$ cat src/rtl/ct_ifu_vector_gen2_if.sv
// ---------------------------------------------------------------------------
// ct_ifu_vector_gen2_if
// Signal bundle between the IFU vector unit and its RTU/CP0 requesters and
// pcgen/ifctrl consumers. Clock and reset are not part of the bundle.
//
// Modports
//   master : RTU/CP0 side. Drives reset type, debug, trap request/vector,
//            trap/reset bases and invalidate-done. Observes all unit outputs.
//   slave  : the vector unit itself (ct_ifu_vector_gen2).
//
// Signals (direction as seen by the vector unit)
//   arch_rst_b             in   1 = micro-architectural reset only
//   rtu_ifu_xx_dbgon       in   debug mode on
//   rtu_ifu_xx_expt_vld    in   trap redirect request
//   rtu_ifu_xx_expt_vec    in   {int, cause}
//   cp0_ifu_vbr            in   trap base; bit0 = vectored mode
//   cp0_ifu_rvbr           in   reset base
//   cp0_ifu_rst_inv_done   in   icache invalidate complete
//   ifu_cp0_rst_inv_req    out  invalidate request pulse
//   ifu_cp0_rst_mrvbr_req  out  mrvbr reload pulse
//   ifu_xx_sync_reset      out  high in RESET/URESET
//   vector_pcgen_pcload    out  load vector_pcgen_pc
//   vector_pcgen_pc        out  redirect PC, halfword granular
//   vector_ifctrl_sm_on    out  state machine not idle
//   vector_inv_timeout_err out  sticky: invalidate retries exhausted
//   vector_debug_cur_st    out  encoded state
//
// Optional macro CT_IFU_VECTOR_NMI_EN adds rtu_ifu_xx_nmi_vld and
// cp0_ifu_nmivbr (both inputs to the vector unit).
// ---------------------------------------------------------------------------
interface ct_ifu_vector_gen2_if #(
   parameter int PC_WIDTH = 40,
   parameter int CAUSE_W  = 6
);
   logic                arch_rst_b;
   logic                rtu_ifu_xx_dbgon;
   logic                rtu_ifu_xx_expt_vld;
   logic [CAUSE_W-1:0]  rtu_ifu_xx_expt_vec;
   logic [PC_WIDTH-1:0] cp0_ifu_vbr;
   logic [PC_WIDTH-1:0] cp0_ifu_rvbr;
   logic                cp0_ifu_rst_inv_done;
`ifdef CT_IFU_VECTOR_NMI_EN
   logic                rtu_ifu_xx_nmi_vld;
   logic [PC_WIDTH-1:0] cp0_ifu_nmivbr;
`endif
   logic                ifu_cp0_rst_inv_req;
   logic                ifu_cp0_rst_mrvbr_req;
   logic                ifu_xx_sync_reset;
   logic                vector_pcgen_pcload;
   logic [PC_WIDTH-2:0] vector_pcgen_pc;
   logic                vector_ifctrl_sm_on;
   logic                vector_inv_timeout_err;
   logic [2:0]          vector_debug_cur_st;

   modport master (
      output arch_rst_b, rtu_ifu_xx_dbgon, rtu_ifu_xx_expt_vld, rtu_ifu_xx_expt_vec,
             cp0_ifu_vbr, cp0_ifu_rvbr, cp0_ifu_rst_inv_done,
`ifdef CT_IFU_VECTOR_NMI_EN
             rtu_ifu_xx_nmi_vld, cp0_ifu_nmivbr,
`endif
      input  ifu_cp0_rst_inv_req, ifu_cp0_rst_mrvbr_req, ifu_xx_sync_reset,
             vector_pcgen_pcload, vector_pcgen_pc, vector_ifctrl_sm_on,
             vector_inv_timeout_err, vector_debug_cur_st
   );

   modport slave (
      input  arch_rst_b, rtu_ifu_xx_dbgon, rtu_ifu_xx_expt_vld, rtu_ifu_xx_expt_vec,
             cp0_ifu_vbr, cp0_ifu_rvbr, cp0_ifu_rst_inv_done,
`ifdef CT_IFU_VECTOR_NMI_EN
             rtu_ifu_xx_nmi_vld, cp0_ifu_nmivbr,
`endif
      output ifu_cp0_rst_inv_req, ifu_cp0_rst_mrvbr_req, ifu_xx_sync_reset,
             vector_pcgen_pcload, vector_pcgen_pc, vector_ifctrl_sm_on,
             vector_inv_timeout_err, vector_debug_cur_st
   );
endinterface

$ cat src/rtl/ct_ifu_vector_gen2.sv
// ---------------------------------------------------------------------------
// ct_ifu_vector_gen2
// IFU vector unit. Sequences reset entry through an icache-invalidate
// handshake (timeout + bounded retry) and produces trap / reset redirect PCs
// for pcgen, with back-to-back trap redirects handled without an idle bubble.
//
// Ports
//   forever_cpuclk : clock
//   cpurst         : asynchronous active-high reset
//   vif            : ct_ifu_vector_gen2_if.slave (requests in, redirect out)
//
// Parameters
//   PC_WIDTH        byte-address width; output PC is PC_WIDTH-1 bits
//   CAUSE_W         exception vector width, MSB = interrupt flag
//   VEC_STRIDE_LOG2 log2 byte stride between vectored entries (1..6)
//   INV_TIMEOUT     cycles waited for invalidate done before reissue (>=2)
//   MAX_RETRY       reissues before giving up and flagging the error
//
// Optional feature: define CT_IFU_VECTOR_NMI_EN to add NMI redirect support
// (NMI beats a same-cycle trap; NMIs seen during reset are held pending and
// taken on the first idle cycle).
// ---------------------------------------------------------------------------
module ct_ifu_vector_gen2 #(
   parameter int PC_WIDTH        = 40,
   parameter int CAUSE_W         = 6,
   parameter int VEC_STRIDE_LOG2 = 2,
   parameter int INV_TIMEOUT     = 1024,
   parameter int MAX_RETRY       = 3
) (
   input  logic               forever_cpuclk,
   input  logic               cpurst,
   ct_ifu_vector_gen2_if.slave vif
);

   localparam int CNT_W = $clog2(INV_TIMEOUT);
   localparam int RTY_W = (MAX_RETRY < 1) ? 1 : $clog2(MAX_RETRY + 1);
   localparam logic [CNT_W-1:0] CNT_LAST = CNT_W'(INV_TIMEOUT - 1);
   localparam logic [RTY_W-1:0] RTY_MAX  = RTY_W'(MAX_RETRY);

   typedef enum logic [2:0] {
      IDLE      = 3'd0,
      PRE_RESET = 3'd1,
      RESET     = 3'd2,
      URESET    = 3'd3,
      PCLOAD    = 3'd4
   } state_t;

   state_t              state_reg, state_next;
   logic [CNT_W-1:0]    cnt_reg, cnt_next;
   logic [RTY_W-1:0]    retry_reg, retry_next;
   logic                err_reg, err_next;
   logic [PC_WIDTH-2:0] pc_reg, pc_next;

   logic                pcload;
   logic                inv_req;
   logic                mrvbr_req;
   logic                in_rst;
   logic                timeout;

   // ---------------- redirect PC computation ----------------
   logic                int_flag;
   logic [CAUSE_W-2:0]  cause;
   logic                reset_expt;
   logic [PC_WIDTH-2:0] rvbr_pc;
   logic [PC_WIDTH-2:0] trap_base;
   logic [PC_WIDTH-2:0] vec_offset;
   logic [PC_WIDTH-2:0] expt_pc;

   assign int_flag   = vif.rtu_ifu_xx_expt_vec[CAUSE_W-1];
   assign cause      = vif.rtu_ifu_xx_expt_vec[CAUSE_W-2:0];
   assign reset_expt = (cause == '0) && !int_flag;
   assign rvbr_pc    = vif.cp0_ifu_rvbr[PC_WIDTH-1:1];
   // vbr bit0 is the mode flag and bit1 is ignored, so both drop out of the base
   assign trap_base  = {vif.cp0_ifu_vbr[PC_WIDTH-1:2], 1'b0};
   // Halfword PC: a byte stride of 2^VEC_STRIDE_LOG2 is a shift of LOG2-1
   assign vec_offset = {{(PC_WIDTH-CAUSE_W){1'b0}}, cause} << (VEC_STRIDE_LOG2 - 1);
   assign expt_pc    = reset_expt                          ? rvbr_pc :
                       (vif.cp0_ifu_vbr[0] && int_flag)    ? trap_base + vec_offset :
                                                             trap_base;

`ifdef CT_IFU_VECTOR_NMI_EN
   logic                pend_reg, pend_next;
   logic                nmi_take;
   logic [PC_WIDTH-2:0] nmi_pc;
   logic                unused_nmi_bit;

   assign nmi_take       = vif.rtu_ifu_xx_nmi_vld || pend_reg;
   assign nmi_pc         = vif.cp0_ifu_nmivbr[PC_WIDTH-1:1];
   assign unused_nmi_bit = vif.cp0_ifu_nmivbr[0];
`endif

   logic unused_bits;
   assign unused_bits = ^{vif.cp0_ifu_vbr[1], vif.cp0_ifu_rvbr[0]};

   assign in_rst  = (state_reg == RESET) || (state_reg == URESET);
   // Done on the expiry cycle takes precedence, so timeout excludes it
   assign timeout = (cnt_reg == CNT_LAST) && !vif.cp0_ifu_rst_inv_done;

   // ---------------- next-state / output logic ----------------
   always_comb begin
      state_next = state_reg;
      cnt_next   = cnt_reg;
      retry_next = retry_reg;
      err_next   = err_reg;
      pc_next    = pc_reg;
      pcload     = 1'b0;
      inv_req    = 1'b0;
      mrvbr_req  = 1'b0;
`ifdef CT_IFU_VECTOR_NMI_EN
      pend_next  = pend_reg;
`endif

      case (state_reg)
         PRE_RESET: begin
            state_next = vif.arch_rst_b ? URESET : RESET;
            cnt_next   = '0;
            retry_next = '0;
            // Preload so pc is already valid on the first handshake cycle
            pc_next    = rvbr_pc;
         end

         RESET, URESET: begin
            pc_next   = rvbr_pc;
            // Counter sits at zero exactly on entry and right after each
            // timeout, which are precisely the request cycles
            inv_req   = (cnt_reg == '0);
            mrvbr_req = (cnt_reg == '0) && (retry_reg == '0) && (state_reg == RESET);
            if (vif.cp0_ifu_rst_inv_done) begin
               pcload     = 1'b1;
               state_next = IDLE;
               cnt_next   = '0;
               retry_next = '0;
            end else if (timeout) begin
               cnt_next = '0;
               if (retry_reg < RTY_MAX) begin
                  retry_next = retry_reg + 1'b1;
               end else begin
                  err_next   = 1'b1;
                  pcload     = 1'b1;
                  state_next = IDLE;
                  retry_next = '0;
               end
            end else begin
               cnt_next = cnt_reg + 1'b1;
            end
         end

         IDLE, PCLOAD: begin
            pcload     = (state_reg == PCLOAD);
            state_next = IDLE;
`ifdef CT_IFU_VECTOR_NMI_EN
            if (nmi_take) begin
               pc_next    = nmi_pc;
               state_next = PCLOAD;
               pend_next  = 1'b0;
            end else
`endif
            if (vif.rtu_ifu_xx_expt_vld) begin
               pc_next    = expt_pc;
               state_next = PCLOAD;
            end
         end

         default: begin
            state_next = IDLE;
         end
      endcase

`ifdef CT_IFU_VECTOR_NMI_EN
      if ((in_rst || (state_reg == PRE_RESET)) && vif.rtu_ifu_xx_nmi_vld) begin
         pend_next = 1'b1;
      end
      if (vif.rtu_ifu_xx_dbgon) begin
         pend_next = 1'b0;
      end
`endif

      // Debug mode overrides everything except the reset-type sampling step
      if (vif.rtu_ifu_xx_dbgon) begin
         pcload    = 1'b0;
         inv_req   = 1'b0;
         mrvbr_req = 1'b0;
         if (state_reg != PRE_RESET) begin
            state_next = IDLE;
            cnt_next   = '0;
            retry_next = '0;
            err_next   = err_reg;
            pc_next    = pc_reg;
         end
      end
   end

   // ---------------- state registers ----------------
   always_ff @(posedge forever_cpuclk or posedge cpurst) begin
      if (cpurst) begin
         state_reg <= PRE_RESET;
         cnt_reg   <= '0;
         retry_reg <= '0;
         err_reg   <= 1'b0;
         pc_reg    <= '0;
      end else begin
         state_reg <= state_next;
         cnt_reg   <= cnt_next;
         retry_reg <= retry_next;
         err_reg   <= err_next;
         pc_reg    <= pc_next;
      end
   end

`ifdef CT_IFU_VECTOR_NMI_EN
   always_ff @(posedge forever_cpuclk or posedge cpurst) begin
      if (cpurst) begin
         pend_reg <= 1'b0;
      end else begin
         pend_reg <= pend_next;
      end
   end
`endif

   // ---------------- outputs ----------------
   assign vif.ifu_cp0_rst_inv_req    = inv_req;
   assign vif.ifu_cp0_rst_mrvbr_req  = mrvbr_req;
   assign vif.ifu_xx_sync_reset      = in_rst;
   assign vif.vector_pcgen_pcload    = pcload;
   assign vif.vector_pcgen_pc        = pc_reg;
   assign vif.vector_ifctrl_sm_on    = (state_reg != IDLE);
   assign vif.vector_inv_timeout_err = err_reg;
   assign vif.vector_debug_cur_st    = state_reg;

endmodule

$ cat src/flat_wrapper.sv
// flat-port wrapper written by rule: the top's interface ports become plain ports
module ct_ifu_vector_gen2_flat 
#(
   parameter int PC_WIDTH        = 40,
   parameter int CAUSE_W         = 6,
   parameter int VEC_STRIDE_LOG2 = 2,
   parameter int INV_TIMEOUT     = 1024,
   parameter int MAX_RETRY       = 3
)
  (forever_cpuclk, cpurst, vif_arch_rst_b, vif_rtu_ifu_xx_dbgon, vif_rtu_ifu_xx_expt_vld, vif_rtu_ifu_xx_expt_vec, vif_cp0_ifu_vbr, vif_cp0_ifu_rvbr, vif_cp0_ifu_rst_inv_done, vif_ifu_cp0_rst_inv_req, vif_ifu_cp0_rst_mrvbr_req, vif_ifu_xx_sync_reset, vif_vector_pcgen_pcload, vif_vector_pcgen_pc, vif_vector_ifctrl_sm_on, vif_vector_inv_timeout_err, vif_vector_debug_cur_st);
  ct_ifu_vector_gen2_if #(.PC_WIDTH(PC_WIDTH), .CAUSE_W(CAUSE_W)) vif_i ();
  input  logic forever_cpuclk;
  input  logic cpurst;
  input wire logic [$bits(vif_i.arch_rst_b)-1:0] vif_arch_rst_b;
  input wire logic [$bits(vif_i.rtu_ifu_xx_dbgon)-1:0] vif_rtu_ifu_xx_dbgon;
  input wire logic [$bits(vif_i.rtu_ifu_xx_expt_vld)-1:0] vif_rtu_ifu_xx_expt_vld;
  input wire logic [$bits(vif_i.rtu_ifu_xx_expt_vec)-1:0] vif_rtu_ifu_xx_expt_vec;
  input wire logic [$bits(vif_i.cp0_ifu_vbr)-1:0] vif_cp0_ifu_vbr;
  input wire logic [$bits(vif_i.cp0_ifu_rvbr)-1:0] vif_cp0_ifu_rvbr;
  input wire logic [$bits(vif_i.cp0_ifu_rst_inv_done)-1:0] vif_cp0_ifu_rst_inv_done;
  output wire logic [$bits(vif_i.ifu_cp0_rst_inv_req)-1:0] vif_ifu_cp0_rst_inv_req;
  output wire logic [$bits(vif_i.ifu_cp0_rst_mrvbr_req)-1:0] vif_ifu_cp0_rst_mrvbr_req;
  output wire logic [$bits(vif_i.ifu_xx_sync_reset)-1:0] vif_ifu_xx_sync_reset;
  output wire logic [$bits(vif_i.vector_pcgen_pcload)-1:0] vif_vector_pcgen_pcload;
  output wire logic [$bits(vif_i.vector_pcgen_pc)-1:0] vif_vector_pcgen_pc;
  output wire logic [$bits(vif_i.vector_ifctrl_sm_on)-1:0] vif_vector_ifctrl_sm_on;
  output wire logic [$bits(vif_i.vector_inv_timeout_err)-1:0] vif_vector_inv_timeout_err;
  output wire logic [$bits(vif_i.vector_debug_cur_st)-1:0] vif_vector_debug_cur_st;
  assign vif_i.arch_rst_b = vif_arch_rst_b;
  assign vif_i.rtu_ifu_xx_dbgon = vif_rtu_ifu_xx_dbgon;
  assign vif_i.rtu_ifu_xx_expt_vld = vif_rtu_ifu_xx_expt_vld;
  assign vif_i.rtu_ifu_xx_expt_vec = vif_rtu_ifu_xx_expt_vec;
  assign vif_i.cp0_ifu_vbr = vif_cp0_ifu_vbr;
  assign vif_i.cp0_ifu_rvbr = vif_cp0_ifu_rvbr;
  assign vif_i.cp0_ifu_rst_inv_done = vif_cp0_ifu_rst_inv_done;
  assign vif_ifu_cp0_rst_inv_req = vif_i.ifu_cp0_rst_inv_req;
  assign vif_ifu_cp0_rst_mrvbr_req = vif_i.ifu_cp0_rst_mrvbr_req;
  assign vif_ifu_xx_sync_reset = vif_i.ifu_xx_sync_reset;
  assign vif_vector_pcgen_pcload = vif_i.vector_pcgen_pcload;
  assign vif_vector_pcgen_pc = vif_i.vector_pcgen_pc;
  assign vif_vector_ifctrl_sm_on = vif_i.vector_ifctrl_sm_on;
  assign vif_vector_inv_timeout_err = vif_i.vector_inv_timeout_err;
  assign vif_vector_debug_cur_st = vif_i.vector_debug_cur_st;
  ct_ifu_vector_gen2 #(.PC_WIDTH(PC_WIDTH), .CAUSE_W(CAUSE_W), .VEC_STRIDE_LOG2(VEC_STRIDE_LOG2), .INV_TIMEOUT(INV_TIMEOUT), .MAX_RETRY(MAX_RETRY)) u_core (.forever_cpuclk(forever_cpuclk), .cpurst(cpurst), .vif(vif_i));
endmodule
$ cat config.mk
export PLATFORM = sky130hd
export DESIGN_NAME = ct_ifu_vector_gen2_flat
export DESIGN_NICKNAME = d
export VERILOG_FILES = /design/src/rtl/ct_ifu_vector_gen2_if.sv /design/src/rtl/ct_ifu_vector_gen2.sv /design/src/flat_wrapper.sv
export SDC_FILE = /design/constraint.sdc
export NUM_CORES = 1
export LEC_CHECK = 0
export ABC_AREA = 1
export ABC_CLOCK_PERIOD_IN_PS = 2960
export CAP_MARGIN = 15
export CORE_ASPECT_RATIO = 0.5
export CORE_MARGIN = 4
export CORE_UTILIZATION = 50
export CTS_BUF_LIST = sky130_fd_sc_hd__clkbuf_16
export CTS_CLUSTER_SIZE = 30
export DETAILED_ROUTE_END_ITERATION = 7
export PLACE_DENSITY = 0.86
export SKIP_CTS_REPAIR_TIMING = 1
export SLEW_MARGIN = 20
export SYNTH_ARGS = -nofsm -noshare
export SYNTH_HDL_FRONTEND = slang
export SYNTH_SLANG_ARGS = --single-unit
export TNS_END_PERCENT = 100
$ cat constraint.sdc
create_clock -name forever_cpuclk -period 2.96 [get_ports forever_cpuclk]
set_input_delay 0.592 -clock forever_cpuclk [delete_from_list [all_inputs] [get_ports forever_cpuclk]]
set_output_delay 0.592 -clock forever_cpuclk [all_outputs]
set_load 0.03 [all_outputs]
==> impl_metrics.yaml, run 1 <==
cells_and_area:
  area_growth_pct: 37.9
  layout-drive-gt1-share: 0.0673
  fin_cells: 900
  fill_cells: 705
  largest_register_ffs: 39
  finish.instance_area_mm2: 0.00587
  final_nets: 889
  n_antenna_cell: 0
critical_path:
  cp_cell_sequence: "inv_2, nor2_1, inv_1, nor3_1, nand2_1, nor2_1, clkdlybuf4s50_1"
  worstPathMaxFanout: 4
  critPathRequiredTime_ns: 2.37
  slowest_stage: "clkdlybuf4s50_1"
  critical_path_class: "reg2out"
  r2r_setup_slack_ns: 0.73
  reg2reg_to: "u_core.vif.vector_pcgen_pc[29]"
  crit_buf_inv: 3
  critPathTopFamily: "buffers and inverters"
  cp.arrival_ns: 2.16
  crit_top_cell: "nor2_1"
  endpoint_kind: "output pin"
  start_kind: "flop"
  reg2reg_from: "u_core.vif.vector_debug_cur_st[0]"
  max_stage_delay_ns: 0.69
  rr_worst_depth: 9
drt:
  vias_per_cell: 5.38
  ant_nets: 0
  routedWlPerCell_um: 15.2
  first_iter_violations: 345
  routed_wl_mm: 13.7
  remaining_drc_errors: 0
  firstDrtPassIters: 5
  num_vias: 4846
timing:
  timing.setup.tns_ns: 0
  finalCriticalPeriod_ns: 2.75
  rsz0062_at_grt: "no"
  hold_ws_ns: 0.480
  setup_viol: 0
  fin_crit_sh: 0.929
  drv_slew: 0
  skew_ns: 0.00622
  hold_viol: 0
  slew_headroom: 0.540
  timing.fmax_mhz: 364
  worstMarginPinSlew_ns: 0.689
yosys:
  syn-num-nets: 755
  synth_area_per_cell_um2: 6.52
  syn_area_mm2: 0.00426
  ys_seq_area_frac: 0.324
  yosys_warnings: 0
  synthDistinctLibCells: 41
  yosys_register_bits: 55
  syn_inst: 653
placement:
  gp_congestion: 0.960
  dp_hpwl_mm: 10.8
  io_buffers: 137
  dp_cells: 892
  placed_area_mm2: 0.00572
global_routing:
  busiest_layer: "met2"
  grt_pass1_vias: 4762
  met2_usage: 0.469
  met1_usage: 0.365
  met3_usage: 0.0641
  grt_max_degree: 40
  grt.overflow.total: 0
  antenna_found_initial: 0
  grt_pass1_wl_mm: 22.7
  grt_use_total: 0.276
power:
  power_leakage_nw: 2.75
  ir_drop_v: 0.000261
  p_per_area_mw_per_mm2: 379
  power_mw: 2.23
die:
  start_util: 0.523
  core-area_mm2: 0.00814
  row_count: 23
  io_pins: 140
  die_h_um: 73.2
  dieArea_mm2: 0.0101
  die-width_um: 138
hold_path:
  hp-class: "reg2reg"
  worstHoldEndpoint: "u_core.vif.vector_inv_timeout_err"
  hold_start: "u_core.vif.vector_inv_timeout_err"
  holdPathStages: 1
run_status:
  outcome: "finished clean"
clock_tree:
  cts_buffers: 5
  cts_sinks: 55
  cts-root-buf: "clkbuf_16"
  clockBufferDepth: 2
  htree_num_levels: 2
  clk_pin_slew_ns: 0.08
  clk_latency_ns: 0.30
  cts_tree: "done"
job:
  drv_cap: 0
## logic make-up (layout without fill, tap and decap cells)
group	Yosys count	in the layout	synth area share
DFF	55	55	0.324
AOI/OAI and AO/OA	74	74	0.108
muxes	2	2	0.00470
buffers and inverters	112	247	0.107
xor gates and xnor gates	2	2	0.00412
and+or+nand+nor	398	398	0.422
adders and majority gates	10	10	0.0312
## area by class of cell
cell class / count / area (um^2) / area share
Multi-Input combinational cell: 486 / 2420 / 0.413
Timing Repair Buffer: 145 / 1430 / 0.244
Sequential cell: 55 / 1380 / 0.235
Inverter: 94 / 353 / 0.0601
Tap cell: 112 / 140 / 0.0239
Clock buffer: 5 / 125 / 0.0213
Clock inverter: 3 / 20.0 / 0.00341
## synth_stat cells (all sizes together)
cell type	count	area, um^2
a22oi	1	7.51
clkbuf	3	11.3
o221ai	1	8.76
nor2	66	289
mux2i	2	20.0
nor3	5	25.0
o31ai	1	7.51
o22ai	3	18.8
o21bai	12	90.1
ha	9	113
inv	94	353
o21ai	24	124
dfrtp	54	1350
xor2	2	17.5
and3	2	12.5
dfstp	1	26.3
nand3b	2	15.0
nand3	111	571
a21oi	24	139
nand2	192	753
buf	15	90.1
fa	1	20.0
o211ai	7	52.6
a41o	1	10.0
nor4	2	12.5
and2	1	6.26
nand4	16	106
or2	1	6.26
## through the flow
stage | util | worst slack (ns)
floorplan | - | 0.0407
global placement | 0.703 | 0.202
detailed placement | 0.703 | 0.159
CTS | 0.721 | -0.183
global route | 0.721 | 0.0617
finish | 0.721 | 0.210
## per-layer routing
layer	wire length (um)	part of all wire
met5	0	0
met4	161	0.012
met3	1180	0.086
met2	6190	0.45
met1	6160	0.45
## cell usage in the layout, fill, tap and decap left out, types with 2 or more instances in the layout
cell / count
nand3b_1: 2
nor2_4: 2
nand3_1: 108
xor2_1: 2
o22ai_1: 3
and3_1: 2
nor3_1: 5
inv_1: 87
nand3_2: 3
nor2_2: 4
clkbuf_16: 5
clkdlybuf4s50_1: 135
a21oi_2: 5
a21oi_1: 19
inv_2: 8
o21ai_1: 6
o21ai_0: 17
nand2_1: 181
o211ai_1: 7
mux2i_1: 2
ha_1: 9
o21bai_1: 12
buf_4: 9
nand4_1: 15
nor4_1: 2
nor2_1: 59
dfrtp_1: 54
nand2_2: 10
## power breakdown
group | internal (mW) | switching, mW
clock network | 0.315 | 0.296
registers | 0.826 | 0.0433
logic | 0.328 | 0.420
## how the worst max path moves through the flow
stage	start	endpoint	slack (ns)	depth (start not counted)
CTS	u_core.cnt_reg[0]	vif_vector_pcgen_pcload	-0.18	8
finish	u_core.vif.vector_debug_cur_st[1]	vif_ifu_cp0_rst_inv_req	0.21	7
detailed placement	u_core.cnt_reg[0]	vif_vector_pcgen_pcload	0.16	8
global route	u_core.vif.vector_debug_cur_st[1]	vif_ifu_cp0_rst_inv_req	0.06	7
floorplan	u_core.vif.vector_debug_cur_st[1]	vif_ifu_cp0_rst_mrvbr_req	0.04	7
global placement	vif_cp0_ifu_rst_inv_done	vif_vector_pcgen_pcload	0.20	6
(Power assumes the default switching activity.)
==> run 2: changes to the inputs <==
- GPL_ROUTABILITY_DRIVEN: default -> 0
==> run 2 against run 1 <==
  * First-iteration DRC count up 26%
  * Critical path depth is the same
  * Largest power group unchanged
  * Combinational power about the same
==> impl_metrics.yaml, run 2 (same netlist as run 1, synthesis figures left out) <==
clock_tree:
  cts_sinks: 55
  clk_pin_slew_ns: 0.08
  cts-root-buf: "clkbuf_16"
  clockBufferDepth: 2
  htree_num_levels: 2
  cts_buffers: 5
  clk_latency_ns: 0.30
  cts_tree: "done"
cells_and_area:
  final_nets: 887
  largest_register_ffs: 39
  layout-drive-gt1-share: 0.0649
  n_antenna_cell: 0
  area_growth_pct: 38.4
  final_cell_mix: "nand2_1, clkdlybuf4s50_1, nand3_1"
  mostFrequentLayoutCell: "nand2_1"
  post-route-util: 0.723
drt:
  firstDrtPassIters: 5
  num_vias: 4932
  remaining_drc_errors: 0
  first_iter_violations: 434
  routed_wl_mm: 13.7
  ant_nets: 0
  routedWlPerCell_um: 15.2
  vias_per_cell: 5.49
critical_path:
  cp_cell_sequence: "inv_2, nor2_1, inv_1, nor3_1, nand2_1, nor2_1, clkdlybuf4s50_1"
  cp.arrival_ns: 2.12
  crit_buf_inv: 3
  critical_path_class: "reg2out"
  critPathTopFamily: "buffers and inverters"
  max_stage_delay_ns: 0.69
  reg2reg_to: "u_core.vif.vector_pcgen_pc[13]"
  crit_end: "vif_ifu_cp0_rst_inv_req"
  crit_top_cell: "nor2_1"
  cp.depth: 7
  slowest_stage: "clkdlybuf4s50_1"
  reg2reg_from: "u_core.vif.vector_debug_cur_st[0]"
  rr_worst_depth: 9
  critical_path.startpoint: "u_core.vif.vector_debug_cur_st[1]"
  start_kind: "flop"
  worstPathMaxFanout: 4
  critPathRequiredTime_ns: 2.37
  endpoint_kind: "output pin"
  r2r_setup_slack_ns: 0.85
timing:
  finalCriticalPeriod_ns: 2.71
  hold_viol: 0
  setup_viol: 0
  fin_ws_ns: 0.249
  timing.fmax_mhz: 369
  worstMarginPinSlew_ns: 0.685
  drv_slew: 0
  rsz0062_at_grt: "no"
  skew_ns: 0.00822
  slew_headroom: 0.542
  hold_ws_ns: 0.491
  fin_crit_sh: 0.916
run_status:
  outcome: "finished clean"
global_routing:
  met1_usage: 0.341
  busiest_layer: "met2"
  grt_pass1_vias: 4652
  met2_usage: 0.453
  met3_usage: 0.0628
  grt_pass1_wl_mm: 21.9
  grt_use_total: 0.264
  grt_max_degree: 40
  grt.overflow.total: 0
  antenna_found_initial: 0
hold_path:
  hp-class: "reg2reg"
die:
  die_h_um: 73.2
  dieArea_mm2: 0.0101
  start_util: 0.523
  row_count: 23
  die-width_um: 138
  core-area_mm2: 0.00814
  io_pins: 140
power:
  p_sw_frac: 0.330
  p_clk_frac: 0.301
  ir_drop_v: 0.000252
  power_leakage_nw: 2.76
  p_seq_frac: 0.375
  p_switching_mw: 0.764
  p_per_area_mw_per_mm2: 393
  p_comb_frac: 0.324
  intPower_mw: 1.55
placement:
  dp_hpwl_mm: 10.4
  dp_slack_ns: 0.206
  io_buffers: 137
job:
  drv_cap: 0
## run 2: changes by cell type in the layout (fill, tap and decap cells not counted), sizes merged
cell	change
inv	-1
buf	-2
bufinv	+1
## run 2: layout make-up
cell class	instances	area, um^2
clock buffers	5	125
clock inverters	3	41.3
fillers	677	2250
inverters	94	353
multi-input cells	486	2420
flip-flops and latches	55	1380
well taps	112	140
repair buffers	143	1430
## run 2: worst min-delay path by stage
stage	start	slack, ns	end	cells after the start
6_report	u_core.vif.vector_inv_timeout_err	0.49	u_core.vif.vector_inv_timeout_err	1
5_1_grt	u_core.vif.vector_inv_timeout_err	0.52	u_core.vif.vector_inv_timeout_err	1
4_1_cts	u_core.vif.vector_inv_timeout_err	0.49	u_core.vif.vector_inv_timeout_err	1
3_5_place_dp	u_core.vif.vector_inv_timeout_err	0.47	u_core.vif.vector_inv_timeout_err	1
3_3_place_gp	u_core.vif.vector_inv_timeout_err	0.47	u_core.vif.vector_inv_timeout_err	1
2_1_floorplan	u_core.cnt_reg[7]	0.53	u_core.cnt_reg[7]	2
## run 2: through the flow
| stage | cell area, um^2 | power (mW) | setup TNS [ns] | instances |
|---|---|---|---|---|
| after global routing | 5890 | 2.40 | 0 | 898 |
| after detailed placement | 5720 | 1.63 | 0 | 890 |
| after global placement | 5720 | 1.61 | 0 | 890 |
| after CTS | 5890 | 2.31 | -0.118 | 898 |
| final | 5890 | 2.32 | 0 | 898 |
| after floorplan | 4260 | 1.26 | 0 | 653 |
## run 2: power by group through the flow
| stage | Sequential [mW] | Combinational [mW] | Clock (mW) |
|---|---|---|---|
| global placement | 0.881 | 0.730 | 0 |
| floorplan | 1.03 | 0.234 | 0 |
| global route | 0.880 | 0.802 | 0.721 |
| finish | 0.868 | 0.750 | 0.697 |
| detailed placement | 0.881 | 0.744 | 0 |
| CTS | 0.869 | 0.749 | 0.695 |
## run 2: layer usage
metal,vias up,part of all wire,wire length (um)
li1,2390,-,-
met5,-,0,0
met1,2274,0.42,5820
met3,28,0.089,1210
met2,240,0.47,6460
met4,0,0.015,199
